[config.mk]
export PLATFORM = sky130hd
export DESIGN_NAME = ide_pio_sequencer
export DESIGN_NICKNAME = d
export VERILOG_FILES = /design/src/rtl/ide_pio_sequencer.sv
export SDC_FILE = /design/constraint.sdc
export NUM_CORES = 1
export LEC_CHECK = 0
export CAP_MARGIN = 10
export CORE_ASPECT_RATIO = 1.5
export CORE_MARGIN = 3
export CORE_UTILIZATION = 42
export DETAILED_ROUTE_END_ITERATION = 8
export PLACE_DENSITY = 0.76
export SLEW_MARGIN = 20
export SYNTH_ARGS = -nofsm -noshare
export SYNTH_HDL_FRONTEND = slang
export SYNTH_SLANG_ARGS = --single-unit
[constraint.sdc]
create_clock -name sysClk -period 3.3 [get_ports sysClk]
set_clock_uncertainty 0.15 [all_clocks]
set_input_delay 0.66 -clock sysClk [delete_from_list [all_inputs] [get_ports sysClk]]
set_output_delay 0.66 -clock sysClk [all_outputs]
set_load 0.05 [all_outputs]
[src/rtl/ide_pio_sequencer.sv]
// IDE PIO cycle sequencer: programmable setup/strobe/recovery timing with IORDY
// wait, IORDY timeout bus error and enforced recovery between accesses.
module ide_pio_sequencer #(
  parameter int unsigned SETUP_DEF  = 2,
  parameter int unsigned STROBE_DEF = 3,
  parameter int unsigned RECOV_DEF  = 2,
  parameter int unsigned TIMEOUT    = 64
) (
  input  logic        sysClk,
  input  logic        reset,
  input  logic        cycReq,
  input  logic        rnw,
  input  logic        regSel,
  input  logic        ioRdy,
  input  logic        cfgWr,
  input  logic [11:0] cfgData,
  output logic        nIdeCS1,
  output logic        nIdeCS3,
  output logic        nIORd,
  output logic        nIOWr,
  output logic        nIdeBufEn,
  output logic        dsack16,
  output logic        berr,
  output logic        busy,
  output logic [11:0] cfgOut
);

  localparam int WCNT_W = $clog2(TIMEOUT + 1);
  localparam logic [11:0] CFG_RST = {4'(RECOV_DEF), 4'(STROBE_DEF), 4'(SETUP_DEF)};

  typedef enum logic [2:0] {
    IDLE, SETUP, STROBE, WAITRDY, ACK, HOLD, RECOV
  } state_t;

  state_t              state, state_nxt;
  logic [11:0]         cfg;
  logic [3:0]          strobe_sh, recov_sh;
  logic                rnw_lat, sel_lat;
  logic [3:0]          cnt, cnt_nxt;
  logic [WCNT_W-1:0]   wcnt, wcnt_nxt;
  logic                cs_on, strb_on, dsack_nxt, berr_nxt, sel_now;

  // A zero field behaves as one cycle; the counter holds (cycles - 1).
  function automatic logic [3:0] phase_load(input logic [3:0] f);
    return (f == 4'd0) ? 4'd0 : f - 4'd1;
  endfunction

  assign cfgOut  = cfg;
  assign sel_now = (state == IDLE) ? regSel : sel_lat;

  always_comb begin
    state_nxt = state;
    cnt_nxt   = cnt;
    wcnt_nxt  = wcnt;
    cs_on     = 1'b0;
    strb_on   = 1'b0;
    dsack_nxt = 1'b0;
    berr_nxt  = 1'b0;
    case (state)
      IDLE: begin
        if (cycReq) begin
          state_nxt = SETUP;
          cnt_nxt   = phase_load(cfg[3:0]);
          cs_on     = 1'b1;
        end
      end
      SETUP: begin
        if (!cycReq) begin
          state_nxt = RECOV;
          cnt_nxt   = phase_load(recov_sh);
        end else if (cnt == 4'd0) begin
          state_nxt = STROBE;
          cnt_nxt   = phase_load(strobe_sh);
          cs_on     = 1'b1;
          strb_on   = 1'b1;
        end else begin
          cnt_nxt = cnt - 4'd1;
          cs_on   = 1'b1;
        end
      end
      STROBE: begin
        if (!cycReq) begin
          state_nxt = RECOV;
          cnt_nxt   = phase_load(recov_sh);
        end else if (cnt == 4'd0) begin
          cs_on = 1'b1;
          if (ioRdy) begin
            state_nxt = ACK;
            dsack_nxt = 1'b1;
          end else begin
            state_nxt = WAITRDY;
            wcnt_nxt  = '0;
            strb_on   = 1'b1;
          end
        end else begin
          cnt_nxt = cnt - 4'd1;
          cs_on   = 1'b1;
          strb_on = 1'b1;
        end
      end
      WAITRDY: begin
        // IORDY wins over the timeout on the final waiting edge.
        if (!cycReq) begin
          state_nxt = RECOV;
          cnt_nxt   = phase_load(recov_sh);
        end else if (ioRdy) begin
          state_nxt = ACK;
          cs_on     = 1'b1;
          dsack_nxt = 1'b1;
        end else if (wcnt == WCNT_W'(TIMEOUT - 1)) begin
          state_nxt = HOLD;
          cs_on     = 1'b1;
          berr_nxt  = 1'b1;
        end else begin
          wcnt_nxt = wcnt + WCNT_W'(1);
          cs_on    = 1'b1;
          strb_on  = 1'b1;
        end
      end
      ACK: begin
        if (!cycReq) begin
          state_nxt = RECOV;
          cnt_nxt   = phase_load(recov_sh);
        end else begin
          state_nxt = HOLD;
          cs_on     = 1'b1;
          dsack_nxt = 1'b1;
        end
      end
      HOLD: begin
        if (!cycReq) begin
          state_nxt = RECOV;
          cnt_nxt   = phase_load(recov_sh);
        end else begin
          cs_on     = 1'b1;
          dsack_nxt = dsack16;
          berr_nxt  = berr;
        end
      end
      RECOV: begin
        if (cnt == 4'd0) state_nxt = IDLE;
        else             cnt_nxt   = cnt - 4'd1;
      end
      default: state_nxt = IDLE;
    endcase
  end

  always_ff @(posedge sysClk) begin
    if (reset) begin
      state     <= IDLE;
      cfg       <= CFG_RST;
      nIdeCS1   <= 1'b1;
      nIdeCS3   <= 1'b1;
      nIORd     <= 1'b1;
      nIOWr     <= 1'b1;
      nIdeBufEn <= 1'b1;
      dsack16   <= 1'b0;
      berr      <= 1'b0;
      busy      <= 1'b0;
    end else begin
      state     <= state_nxt;
      if (cfgWr) cfg <= cfgData;
      nIdeCS1   <= !(cs_on && !sel_now);
      nIdeCS3   <= !(cs_on && sel_now);
      nIORd     <= !(strb_on && rnw_lat);
      nIOWr     <= !(strb_on && !rnw_lat);
      nIdeBufEn <= !cs_on;
      dsack16   <= dsack_nxt;
      berr      <= berr_nxt;
      busy      <= (state_nxt != IDLE);
    end
  end

  // Cycle attributes and shadow timings frozen at the IDLE->SETUP edge.
  always_ff @(posedge sysClk) begin
    cnt  <= cnt_nxt;
    wcnt <= wcnt_nxt;
    if (state == IDLE && cycReq) begin
      rnw_lat   <= rnw;
      sel_lat   <= regSel;
      strobe_sh <= cfg[7:4];
      recov_sh  <= cfg[11:8];
    end
  end

endmodule

==> out/metrics.sh, run 1 <==
FLOORPLAN.DIE_AREA_SQ_UM=6300
MOST_USED_FLIP_FLOP_CELL_AFTER_SYNTHESIS='sky130_fd_sc_hd__dfxtp_1'
SETUP_TOTAL_NEGATIVE_SLACK_NS=0
SYNTH_COMPOUND_GATE_AREA_SHARE_PCT=17.9
SYNTH_MUX_AREA_SHARE_PCT=3.56
DIE_W_MICRONS=65.8
FINAL_SLEW_VIOLATIONS=0
SYNTH_SEQUENTIAL_AREA_RATIO_PCT=48.4
YOSYS.AREA_SHARE.XOR_XNOR_PCT=1.94
CORE_AREA_SQ_UM=5160
SETUP_VIOL=0
VDD.IR_DROP.WORST_mV=0.302
DETAILEDROUTE.FIRSTPASSITERATIONCOUNT=4
IO_PINS=39
FINAL_LAYOUT_SIZE_SUFFIX_GT1_SHARE_PCT=5.88
GRT-OVFL-TOTAL=0
DIODES=0
CRITICAL_PATH.REG2REG.ENDPOINT='wcnt[4]$_SDFFCE_PN0P_'
VIA_COUNT_OF_THE_FIRST_GLOBAL_ROUTING_PASS=1793
ANTENNA_VIOLATING_NETS_POST_ROUTE=0
CRITPATHKIND='reg -> out'
ROUTE.TOP_LAYER_USED='met4'
FMAX_MHz=415
WORST-PATH-MAX-FANOUT=8
WORSTPATHCELLLIST='clkdlybuf4s50_1'
DETAILEDROUTE.FIRSTITERATIONVIOLATIONS=112
POSTSYNTHNETCOUNT=259
SYNTH_INSTANCES=234
CRITPATHLAUNCHTYPE='register'
SYNTH_WARNINGS=0
POST_DRT_WL_PER_CELL_MICRONS=14.1
WORSTHOLDENDPOINT='nIORd$_SDFF_PP1_'
CLOCK_TREE.HTREE_LEVEL_COUNT=2
PLACE_HPWL_MICRONS=3490
SYNTH_ADDER_AREA_SHARE_PCT=3.33
MAX_CAP_VIOLATIONS=0
MAX_STAGE_DELAY_NS=0.85
POSTPLACECELLAREA_SQ_UM=2690
SYNTH_ENABLE_FLOP_CELLS=21
HOLDBUFCOUNTCTS=0
POST_CTS.REPAIR.SETUP_BUFFERS=0
DRC=0
PWR_DENSITY_CELL_nW_PER_UM2=577
CLKTRANSATPATHREGS_NS=0.09
MET1_LENGTH_MICRONS=1920
ROUTABILITYCONGESTION=0.903
CRITICAL_PATH.REG2REG.STARTPOINT='cnt[0]$_DFFE_PP_'
SYNTH_SIMPLE_GATE_AREA_SHARE_PCT=20.2
TIMING.CRITICAL_PATH.SLOWEST_STAGE_CELL='sky130_fd_sc_hd__clkdlybuf4s50_1'
CLK_SINKS=44
SYNTHARSTFLOPSHARE_PCT=0
ROW_COUNT=32
LEAKAGE_nW=1.05
FP.DIEH_MICRONS=95.7
FINAL_CORE_UTIL_PCT=54.4
ROUTED-WL-MET3_MICRONS=254
RELATIVE_SLEW_SLACK_PCT=48.5
GRT_PASS1_WL_MICRONS=7980
LAYOUT.NETS=296
CLOCK_TREE.BUFFER_DEPTH=2
TIMING.FINAL.CRIT_PERIOD_NS=2.41
CTS.ROOT.BUFFER_CELL='sky130_fd_sc_hd__clkbuf_8'
FINALHOLDVIOLATIONS=0
TIMING.CRITICAL_PATH.REQUIRED_NS=2.49
WORST-ENDPOINT-ARRIVAL_NS=1.60
LAYOUT_COMMON_CELLS='sky130_fd_sc_hd__clkdlybuf4s50_1, sky130_fd_sc_hd__nor2_1, sky130_fd_sc_hd__dfxtp_1'
LARGEST_NET_DEGREE_AT_THE_START_OF_GLOBAL_ROUTING=26
PLACEMENT.IO_BUFFERS=38
WORST-R2R-SETUP-SLACK_NS=0.93
POST_CTS.RESIZED_INSTANCES=0
ENDPOINT_KIND='primary output'
ANTENNA_FOUND_INITIAL=0
AREA.GROWTH.SYNTH_TO_FINAL_PCT=24.7
FINALCRITPERIODSHARE_PCT=73.0
WORST_SKEW_PAIR.LATE_LATENCY_NS=0.30
AVGSYNTHCELLAREA_SQ_UM=9.62
POSTLAYOUTCELLAREA_SQ_UM=2810
WORST_HOLD_PATH.NUM_CELLS=1
FILL_CELL_COUNT=460
SYNTH-SEQ-CELLS=44
WORST_HOLD_STARTPOINT='rnw_lat$_DFFE_PP_'
STATUS='finished, final reports clean'
ROUTED-VIA-COUNT=1883
RSZ0062_AT_GRT='false'
CRITICAL_PATH.TOP_DELAY_FAMILY='buffers and inverters'
MAIN_COMBINATIONAL_CELL_FAMILY_BY_AREA_AFTER_SYNTHESIS='simple AND/OR/NAND/NOR gates'
ROUTE.MET2.WL_MICRONS=2450
TRITONCTS.NUM_BUFFERS=5
MIN_PATH_TYPE='reg -> reg'
LAYOUT_COMMONEST_CELL='sky130_fd_sc_hd__clkdlybuf4s50_1'
GR-USAGE-ALL-LAYERS_PCT=16.5
BUFFERS_PLUS_INVERTERS_ON_THE_WORST_SETUP_PATH=1
SYN-CELL-AREA_SQ_UM=2250
SYNTH.DISTINCT_CELLS=48
ROUTED_VIA_DENSITY=5.54
TIMING.REG2REG.WORST_PATH_DEPTH=7
WORST_PIN_SLEW_NS=0.771
CTS_TREE='yes'
START_UTIL_PCT=43.6
DRT-TOTAL-WL_MICRONS=4780
==> worst register-to-register path, cell delays in order, from the launching register on <==
cell                        delay [ns]
sky130_fd_sc_hd__edfxtp_1         0.45
sky130_fd_sc_hd__inv_1            0.10
sky130_fd_sc_hd__ha_1             0.23
sky130_fd_sc_hd__nor3b_2          0.18
sky130_fd_sc_hd__buf_4            0.18
sky130_fd_sc_hd__o21ai_0          0.12
sky130_fd_sc_hd__a2111oi_1        0.44
sky130_fd_sc_hd__buf_4            0.24
==> cells in the mapped netlist, drive strengths merged, types with 3 or more instances <==
library cell  count  share of area, %
nor2             27               4.5
o21ai            14               3.1
mux2i             8               3.6
or3               4               1.1
xor2              4               1.6
a22oi             3               1.0
nand2            16               2.7
nand2b            5               1.4
o31ai             3               1.0
dfxtp            23                20
a32oi             3               1.2
a211o             5               1.9
nor3             11               2.4
nor2b             8               2.2
nor3b             3               1.2
edfxtp           21                28
buf              10               2.2
a21oi            14               3.1
a211oi            4               1.3
inv              12               2.0
ha                6               3.3
==> through the flow <==
step	setup WS (ns)	instances	power, mW	hold slack (ns)
2_1_floorplan	0.262	234	1.08	0.254
3_3_place_gp	0.748	332	1.22	0.274
3_5_place_dp	0.683	332	1.22	0.281
4_1_cts	0.884	340	1.63	0.294
5_1_grt	0.810	340	1.71	0.339
6_report	0.891	340	1.62	0.285
==> routing by layer <==
metal,up-vias,track usage (%)
met4,0,10.0
met5,-,0
met3,14,4.01
met1,879,18.4
li1,926,-
met2,64,27.9
==> layout make-up <==
| type | instances | area (sq um) | share of cell area [%] |
|---|---|---|---|
| Inverter | 12 | 45.0 | 1.60 |
| Clock inverter | 1 | 8.76 | 0.312 |
| Multi-Input combinational cell | 166 | 1060 | 37.7 |
| Tap cell | 68 | 85.1 | 3.03 |
| Sequential cell | 44 | 1090 | 38.9 |
| Clock buffer | 7 | 108 | 3.83 |
| Timing Repair Buffer | 42 | 410 | 14.6 |
==> state kept, by name, summed over array words and instances (netlist names), 3 cells and up <==
register,cells
cfgOut,12
cnt,4
recov_sh,4
state,3
strobe_sh,4
wcnt,7
==> worst max-delay path by stage <==
stage / from / endpoint / cells past startpoint / slack, ns
after global routing: cfgOut[1]$_SDFFE_PP1P_ / cfgOut[1] / 1 / 0.81
after CTS: cfgOut[1]$_SDFFE_PP1P_ / cfgOut[1] / 1 / 0.88
final: cfgOut[1]$_SDFFE_PP1P_ / cfgOut[1] / 1 / 0.89
after floorplan: cnt[0]$_DFFE_PP_ / wcnt[0]$_SDFFCE_PN0P_ / 5 / 0.26
after global placement: cycReq / cnt[2]$_DFFE_PP_ / 6 / 0.75
after detailed placement: cycReq / cnt[2]$_DFFE_PP_ / 6 / 0.68
==> power breakdown <==
part / internal (mW) / switching (mW)
Sequential: 0.656 / 0.0913
Combinational: 0.199 / 0.273
Clock: 0.217 / 0.185
Total: 1.07 / 0.550
==> cells by family after synthesis <==
| group | Yosys count |
|---|---|
| compound gates | 59 |
| fa+ha+maj | 6 |
| buf+inv | 24 |
| mux | 8 |
| xor+xnor | 5 |
| simple gates | 88 |
| flops | 44 |
(Power assumes the default switching activity.)
==> inputs of run 2 (changes only) <==
- PLACE_DENSITY: 0.76 -> 0.78
- clock period: 3.3 -> 1.9 ns (I/O delays scaled with it)
==> out/metrics.sh, run 2 (same netlist as run 1, synthesis figures left out) <==
BUFFERS_PLUS_INVERTERS_ON_THE_WORST_SETUP_PATH=1  # unchanged
TRITONCTS.NUM_BUFFERS=5  # unchanged
CLK_SINKS=44  # unchanged
WORST_SKEW_PAIR.LATE_LATENCY_NS=0.30  # about the same
WORST-ENDPOINT-ARRIVAL_NS=2.03  # +0.43 ns
FINALHOLDVIOLATIONS=0  # unchanged
RELATIVE_SLEW_SLACK_PCT=75.3  # +27 points
WORST-PATH-MAX-FANOUT=3  # -5
IO_PINS=39  # unchanged
CRITICAL_PATH.REG2REG.ENDPOINT='busy$_SDFF_PP0_'
LEAKAGE_nW=1.37  # +30%
MAX_CAP_VIOLATIONS=0  # unchanged
HOLDBUFCOUNTCTS=0  # unchanged
START_UTIL_PCT=43.6  # unchanged
GRT-OVFL-TOTAL=0  # unchanged
DIE_W_MICRONS=65.8  # unchanged
FINAL_LAYOUT_SIZE_SUFFIX_GT1_SHARE_PCT=34.9  # +29 points
DETAILEDROUTE.FIRSTPASSITERATIONCOUNT=4  # unchanged
DRC=0  # unchanged
FINAL_CORE_UTIL_PCT=64.3  # +9.9 points
DRT-TOTAL-WL_MICRONS=5830  # +22%
FINAL_SLEW_VIOLATIONS=0  # unchanged
MAX_STAGE_DELAY_NS=0.38  # -0.47 ns
CLOCK_TREE.BUFFER_DEPTH=2  # unchanged
FF_LATCH_AREA_SQ_UM=1090  # +0.23%
TIMING.REG2REG.WORST_PATH_DEPTH=7  # unchanged
ROW_COUNT=32  # unchanged
CRITICAL_PATH.REG2REG.STARTPOINT='wcnt[0]$_SDFFCE_PN0P_'
CTS.ROOT.BUFFER_CELL='sky130_fd_sc_hd__clkbuf_8'
PLACEMENT.IO_BUFFERS=38  # unchanged
AREA.GROWTH.SYNTH_TO_FINAL_PCT=47.4
LAYOUT_COMMON_CELLS='sky130_fd_sc_hd__buf_4, sky130_fd_sc_hd__nor2_1, sky130_fd_sc_hd__dfxtp_1, sky130_fd_sc_hd__edfxtp_1, sky130_fd_sc_hd__clkdlybuf4s50_1'
CRITICAL_PATH.TOP_DELAY_FAMILY='simple AND/OR/NAND/NOR gates'
GRT_PASS1_WL_MICRONS=9560  # +20%
PLACE_HPWL_MICRONS=4370  # +25%
ROUTABILITYCONGESTION=0.968  # +7.3%
WORST_HOLD_PATH.NUM_CELLS=1  # unchanged
WORSTHOLDENDPOINT='nIORd$_SDFF_PP1_'
TIMING.CRITICAL_PATH.SLOWEST_STAGE_CELL='sky130_fd_sc_hd__edfxtp_1'
SETUP_VIOL=11  # +11
CORE_AREA_SQ_UM=5160  # unchanged
POST_DRT_WL_PER_CELL_MICRONS=14.9  # +5.9%
ROUTED_VIA_DENSITY=5.33  # -3.8%
CLKTRANSATPATHREGS_NS=0.08  # about the same
TIMING.CRITICAL_PATH.REQUIRED_NS=1.93  # -0.56 ns
MIN_PATH_TYPE='reg -> reg'
LAYOUT.NETS=348  # +18%
POST-LAYOUT-TOTAL-POWER_mW=3.19  # +97%
VIOLATIONS_IN_THE_FINAL_REPORTS='negative setup slack'
ANTENNA_VIOLATING_NETS_POST_ROUTE=0  # unchanged
CRITPATHLAUNCHTYPE='register'
ANTENNA_FOUND_INITIAL=0  # unchanged
CRITPATHKIND='reg -> reg'
LARGEST_NET_DEGREE_AT_THE_START_OF_GLOBAL_ROUTING=17  # -35%
PWR_DENSITY_CELL_nW_PER_UM2=961  # +66%
FILL_CELL_COUNT=407  # -12%
DIODES=0  # unchanged
RSZ0062_AT_GRT='true'
POST-ROUTE-WORST-SETUP-SLACK_NS=-0.103  # -0.994 ns
FLOORPLAN.DIE_AREA_SQ_UM=6300  # unchanged
FP.DIEH_MICRONS=95.7  # unchanged
CTS_TREE='yes'
MULTI_INPUT_AREA_SQ_UM=1200  # +14%
VDD.IR_DROP.WORST_mV=0.608  # +100%
TIMING.FINAL.CRIT_PERIOD_NS=2.00
LAYOUT_COMMONEST_CELL='sky130_fd_sc_hd__buf_4'
VIA_COUNT_OF_THE_FIRST_GLOBAL_ROUTING_PASS=2071  # +16%
STATUS='finished, violations left'
FINALCRITPERIODSHARE_PCT=105
ROUTED-VIA-COUNT=2088  # +11%
CLOCK_TREE.HTREE_LEVEL_COUNT=2  # unchanged
ENDPOINT_KIND='register'
GR-USAGE-ALL-LAYERS_PCT=20.0  # +3.5 points
FMAX_MHz=499
WORST-R2R-SETUP-SLACK_NS=-0.10  # -1.03 ns
WORST_PIN_SLEW_NS=0.366  # -0.404 ns
WORST_HOLD_STARTPOINT='rnw_lat$_DFFE_PP_'
FLIP_FLOP_COUNT_OF_THE_LARGEST_REGISTER_ALL_COPIES_AND_WORDS_ADDED=12  # unchanged
WORSTPATHCELLLIST='ha_2 > and4_4 > nand3b_1 > buf_4 > a32oi_2 > a21oi_2 > or3_1'
DETAILEDROUTE.FIRSTITERATIONVIOLATIONS=111  # -0.89%
-- run 2: cell count changes in the layout (fill, tap and decap cells not counted), sizes merged --
cell / change
dlygate4sd2: +1
buf: +72
clkinv: +1
clkbuf: -1
clkdlybuf4s50: -21
-- run 2: layout make-up --
type / count / area share (%)
Clock buffer: 6 / 2.49
Clock inverter: 2 / 0.302
Inverter: 12 / 1.36
Multi-Input combinational cell: 166 / 36.3
Sequential cell: 44 / 32.9
Tap cell: 68 / 2.56
Timing Repair Buffer: 94 / 24.0
-- run 2: per-layer routing --
layer  global-route usage [%]  wire length, microns
met5                        0                     0
met3                     3.30                   198
met4                     8.65                   147
met1                     20.3                  2180
met2                     38.9                  3310
-- run 2: worst max-delay path by stage --
stage	start	to	slack, ns	depth (start not counted)
floorplan	cnt[0]$_DFFE_PP_	wcnt[0]$_SDFFCE_PN0P_	-0.16	5
global placement	cycReq	cnt[2]$_DFFE_PP_	-0.24	6
detailed placement	cycReq	cnt[2]$_DFFE_PP_	-0.33	6
CTS	cnt[1]$_DFFE_PP_	busy$_SDFF_PP0_	-0.09	8
global route	cnt[0]$_DFFE_PP_	nIORd$_SDFF_PP1_	-0.21	9
finish	wcnt[0]$_SDFFCE_PN0P_	busy$_SDFF_PP0_	-0.10	7
-- run 2: what timing repair did --
item / CTS / global route
setup endpoints to repair: 14 / 16
setup buffers: 7 / 9
gates resized for setup: 15 / 17
pin swaps: 8 / 12
-- run 2: through the flow --
step / hold WS (ns) / worst slack, ns / TNS [ns] / instance area (sq um) / std cells
after detailed placement: 0.288 / -0.327 / -6.25 / 3020 / 373
final: 0.290 / -0.103 / -0.234 / 3320 / 392
after global placement: 0.269 / -0.236 / -5.68 / 3020 / 373
after CTS: 0.308 / -0.0896 / -0.457 / 3230 / 386
after floorplan: 0.254 / -0.163 / -1.22 / 2300 / 234
after global routing: 0.325 / -0.207 / -1.04 / 3320 / 392
-- run 2: where the power goes --
| part | total, mW | internal [mW] | switching, mW |
|---|---|---|---|
| clock network | 0.603 | 0.290 | 0.313 |
| registers | 1.25 | 1.14 | 0.108 |
| logic | 1.34 | 0.656 | 0.682 |
| total | 3.19 | 2.09 | 1.10 |
==> inputs of run 3 (changes only) <==
- CORE_MARGIN: 3 -> 10
==> out/metrics.sh, run 3 (same netlist as run 1, synthesis figures left out) <==
DRC=0  # unchanged
CTS.ROOT.BUFFER_CELL='sky130_fd_sc_hd__clkbuf_8'
VDD.IR_DROP.WORST_mV=0.603  # -0.82%
CRITICAL_PATH.REG2REG.ENDPOINT='busy$_SDFF_PP0_'
BUFFERS_PLUS_INVERTERS_ON_THE_WORST_SETUP_PATH=1  # unchanged
CLKTRANSATPATHREGS_NS=0.08  # about the same
SETUP_TOTAL_NEGATIVE_SLACK_NS=-0.247  # -0.0132 ns
AREA.GROWTH.SYNTH_TO_FINAL_PCT=48.2
CLOCK_TREE.HTREE_LEVEL_COUNT=2  # unchanged
ROW_COUNT=32  # unchanged
DRT-TOTAL-WL_MICRONS=6210  # +6.4%
LAYOUT.NETS=346  # -0.57%
WORST-PATH-MAX-FANOUT=3  # unchanged
FINALHOLDVIOLATIONS=0  # unchanged
FMAX_MHz=508  # +1.7%
DETAILEDROUTE.FIRSTITERATIONVIOLATIONS=107  # -3.6%
DIE_W_MICRONS=79.8  # +21%
MAX_STAGE_DELAY_NS=0.37  # about the same
TIMING.CRITICAL_PATH.SLOWEST_STAGE_CELL='sky130_fd_sc_hd__edfxtp_1'
FINALCRITPERIODSHARE_PCT=104  # -1.8 points
FINALHOLDWORSTSLACK_NS=0.282  # -0.00795 ns
ANTENNA_FOUND_INITIAL=0  # unchanged
CRITPATHLAUNCHTYPE='register'
ROUTABILITYCONGESTION=0.937  # -3.2%
CORE_AREA_SQ_UM=5160  # unchanged
FINAL_LAYOUT_SIZE_SUFFIX_GT1_SHARE_PCT=35.1  # +0.22 points
DIODES=0  # unchanged
MIN_PATH_TYPE='reg -> reg'
FF_LATCH_AREA_SQ_UM=1090  # +0.11%
WORST_HOLD_PATH.NUM_CELLS=1  # unchanged
TIMING.FINAL.CRIT_PERIOD_NS=1.97  # -0.0344 ns
FLOORPLAN.DIE_AREA_SQ_UM=8750  # +39%
MULTI_INPUT_AREA_SQ_UM=1200  # -0.21%
CTS_TREE='yes'
SETUP_VIOL=11  # unchanged
WORSTPATHCELLLIST='ha_2 > and4_1 > nand3b_1 > buf_4 > a32oi_1 > a21oi_1 > or3_1'
POST_DRT_WL_PER_CELL_MICRONS=15.9  # +6.9%
WORSTHOLDENDPOINT='nIORd$_SDFF_PP1_'
ANTENNA_VIOLATING_NETS_POST_ROUTE=0  # unchanged
WORST_HOLD_STARTPOINT='rnw_lat$_DFFE_PP_'
MAX_CAP_VIOLATIONS=0  # unchanged
CRITICAL_PATH.REG2REG.STARTPOINT='wcnt[1]$_SDFFCE_PN0P_'
LEAKAGE_nW=1.35  # -0.99%
CRITPATHKIND='reg -> reg'
TIMING.CRITICAL_PATH.REQUIRED_NS=1.94  # about the same
CRITICAL_PATH.TOP_DELAY_FAMILY='simple AND/OR/NAND/NOR gates'
ROUTED_VIA_DENSITY=5.31  # -0.26%
LAYOUT_COMMONEST_CELL='sky130_fd_sc_hd__buf_4'
TIMING.REG2REG.WORST_PATH_DEPTH=7  # unchanged
VIOLATIONS_IN_THE_FINAL_REPORTS='negative setup slack'
STATUS='finished, violations left'
RSZ0062_AT_GRT='true'
ENDPOINT_KIND='register'
DETAILEDROUTE.FIRSTPASSITERATIONCOUNT=5  # +1
WORST_SKEW_PAIR.LATE_LATENCY_NS=0.30  # about the same
GRT-OVFL-TOTAL=0  # unchanged
LAYOUT_COMMON_CELLS='sky130_fd_sc_hd__buf_4, sky130_fd_sc_hd__nor2_1, sky130_fd_sc_hd__edfxtp_1'
FINAL_SLEW_VIOLATIONS=0  # unchanged
TRITONCTS.NUM_BUFFERS=5  # unchanged
PWR_DENSITY_CELL_nW_PER_UM2=1010  # +4.9%
LARGEST_NET_DEGREE_AT_THE_START_OF_GLOBAL_ROUTING=17  # unchanged
FLIP_FLOP_COUNT_OF_THE_LARGEST_REGISTER_ALL_COPIES_AND_WORDS_ADDED=12  # unchanged
CLK_SINKS=44  # unchanged
WORST-ENDPOINT-ARRIVAL_NS=2.01  # -0.02 ns
FILL_CELL_COUNT=427  # +4.9%
IO_PINS=39  # unchanged
WORST_PIN_SLEW_NS=0.422  # +0.0557 ns
GR-USAGE-ALL-LAYERS_PCT=14.4  # -5.6 points
POST-ROUTE-WORST-SETUP-SLACK_NS=-0.0682  # +0.0344 ns
POST-LAYOUT-TOTAL-POWER_mW=3.36  # +5.5%
CLOCK_TREE.BUFFER_DEPTH=2  # unchanged
PLACEMENT.IO_BUFFERS=38  # unchanged
RELATIVE_SLEW_SLACK_PCT=71.8  # -3.5 points
WORST-R2R-SETUP-SLACK_NS=-0.07  # +0.03 ns
VIA_COUNT_OF_THE_FIRST_GLOBAL_ROUTING_PASS=2165  # +4.5%
ROUTED-VIA-COUNT=2072  # -0.77%
HOLDBUFCOUNTCTS=0  # unchanged
START_UTIL_PCT=43.6  # unchanged
FP.DIEH_MICRONS=110  # +15%
PLACE_HPWL_MICRONS=4780  # +9.4%
GRT_PASS1_WL_MICRONS=10000  # +4.7%
==> run 3: power by group <==
group          switching (mW)  leakage [nW]  total (mW)  internal [mW]
clock network           0.337        0.0541       0.727          0.389
logic                   0.715         0.905        1.38          0.666
registers               0.117         0.396        1.26           1.14
total                    1.17          1.35        3.37           2.20
==> run 3: cell type report <==
class                           count  share of cell area, %
Inverter                           12                   1.35
Tap cell                           68                   2.55
Timing Repair Buffer               92                   24.0
Sequential cell                    44                   32.8
Multi-Input combinational cell    166                   36.0
Clock buffer                        5                   2.06
Clock inverter                      3                   1.27
==> run 3: per-layer routing <==
metal	vias up	global-route usage (%)	part of all wire (%)
met5	-	0	0
met3	19	3.68	4.5
met1	973	14.1	37
met2	51	27.3	55
li1	1029	-	-
met4	0	7.07	3.3
==> run 3: through the flow <==
stage / worst slack (ns) / utilization (%) / std cells / instance area [sq um]
global route: -0.194 / 64.6 / 390 / 3340
CTS: -0.0815 / 62.9 / 389 / 3250
floorplan: -0.163 / - / 234 / 2300
finish: -0.0682 / 64.6 / 390 / 3340
detailed placement: -0.393 / 59.2 / 376 / 3060
global placement: -0.344 / 59.2 / 376 / 3060
==> run 3: how the worst max path moves through the flow <==
stage                     startpoint               endpoint  slack (ns)  cells past startpoint
2_1_floorplan       cnt[0]$_DFFE_PP_  wcnt[0]$_SDFFCE_PN0P_       -0.16                      5
3_3_place_gp                  cycReq       cnt[1]$_DFFE_PP_       -0.34                      6
3_5_place_dp                  cycReq       cnt[2]$_DFFE_PP_       -0.39                      6
4_1_cts             cnt[1]$_DFFE_PP_        busy$_SDFF_PP0_       -0.08                      8
5_1_grt             cnt[1]$_DFFE_PP_       nIOWr$_SDFF_PP1_       -0.19                      9
6_report       wcnt[1]$_SDFFCE_PN0P_        busy$_SDFF_PP0_       -0.07                      7
==> run 3: timing repair <==
| action | CTS | global route |
|---|---|---|
| setup buffers | 5 | 1 |
| setup endpoints to repair | 15 | 16 |
| resized for setup | 13 | 20 |
| pin swaps | 10 | 10 |
| cloned | 0 | 0 |
| hold endpoints to repair | 0 | 0 |
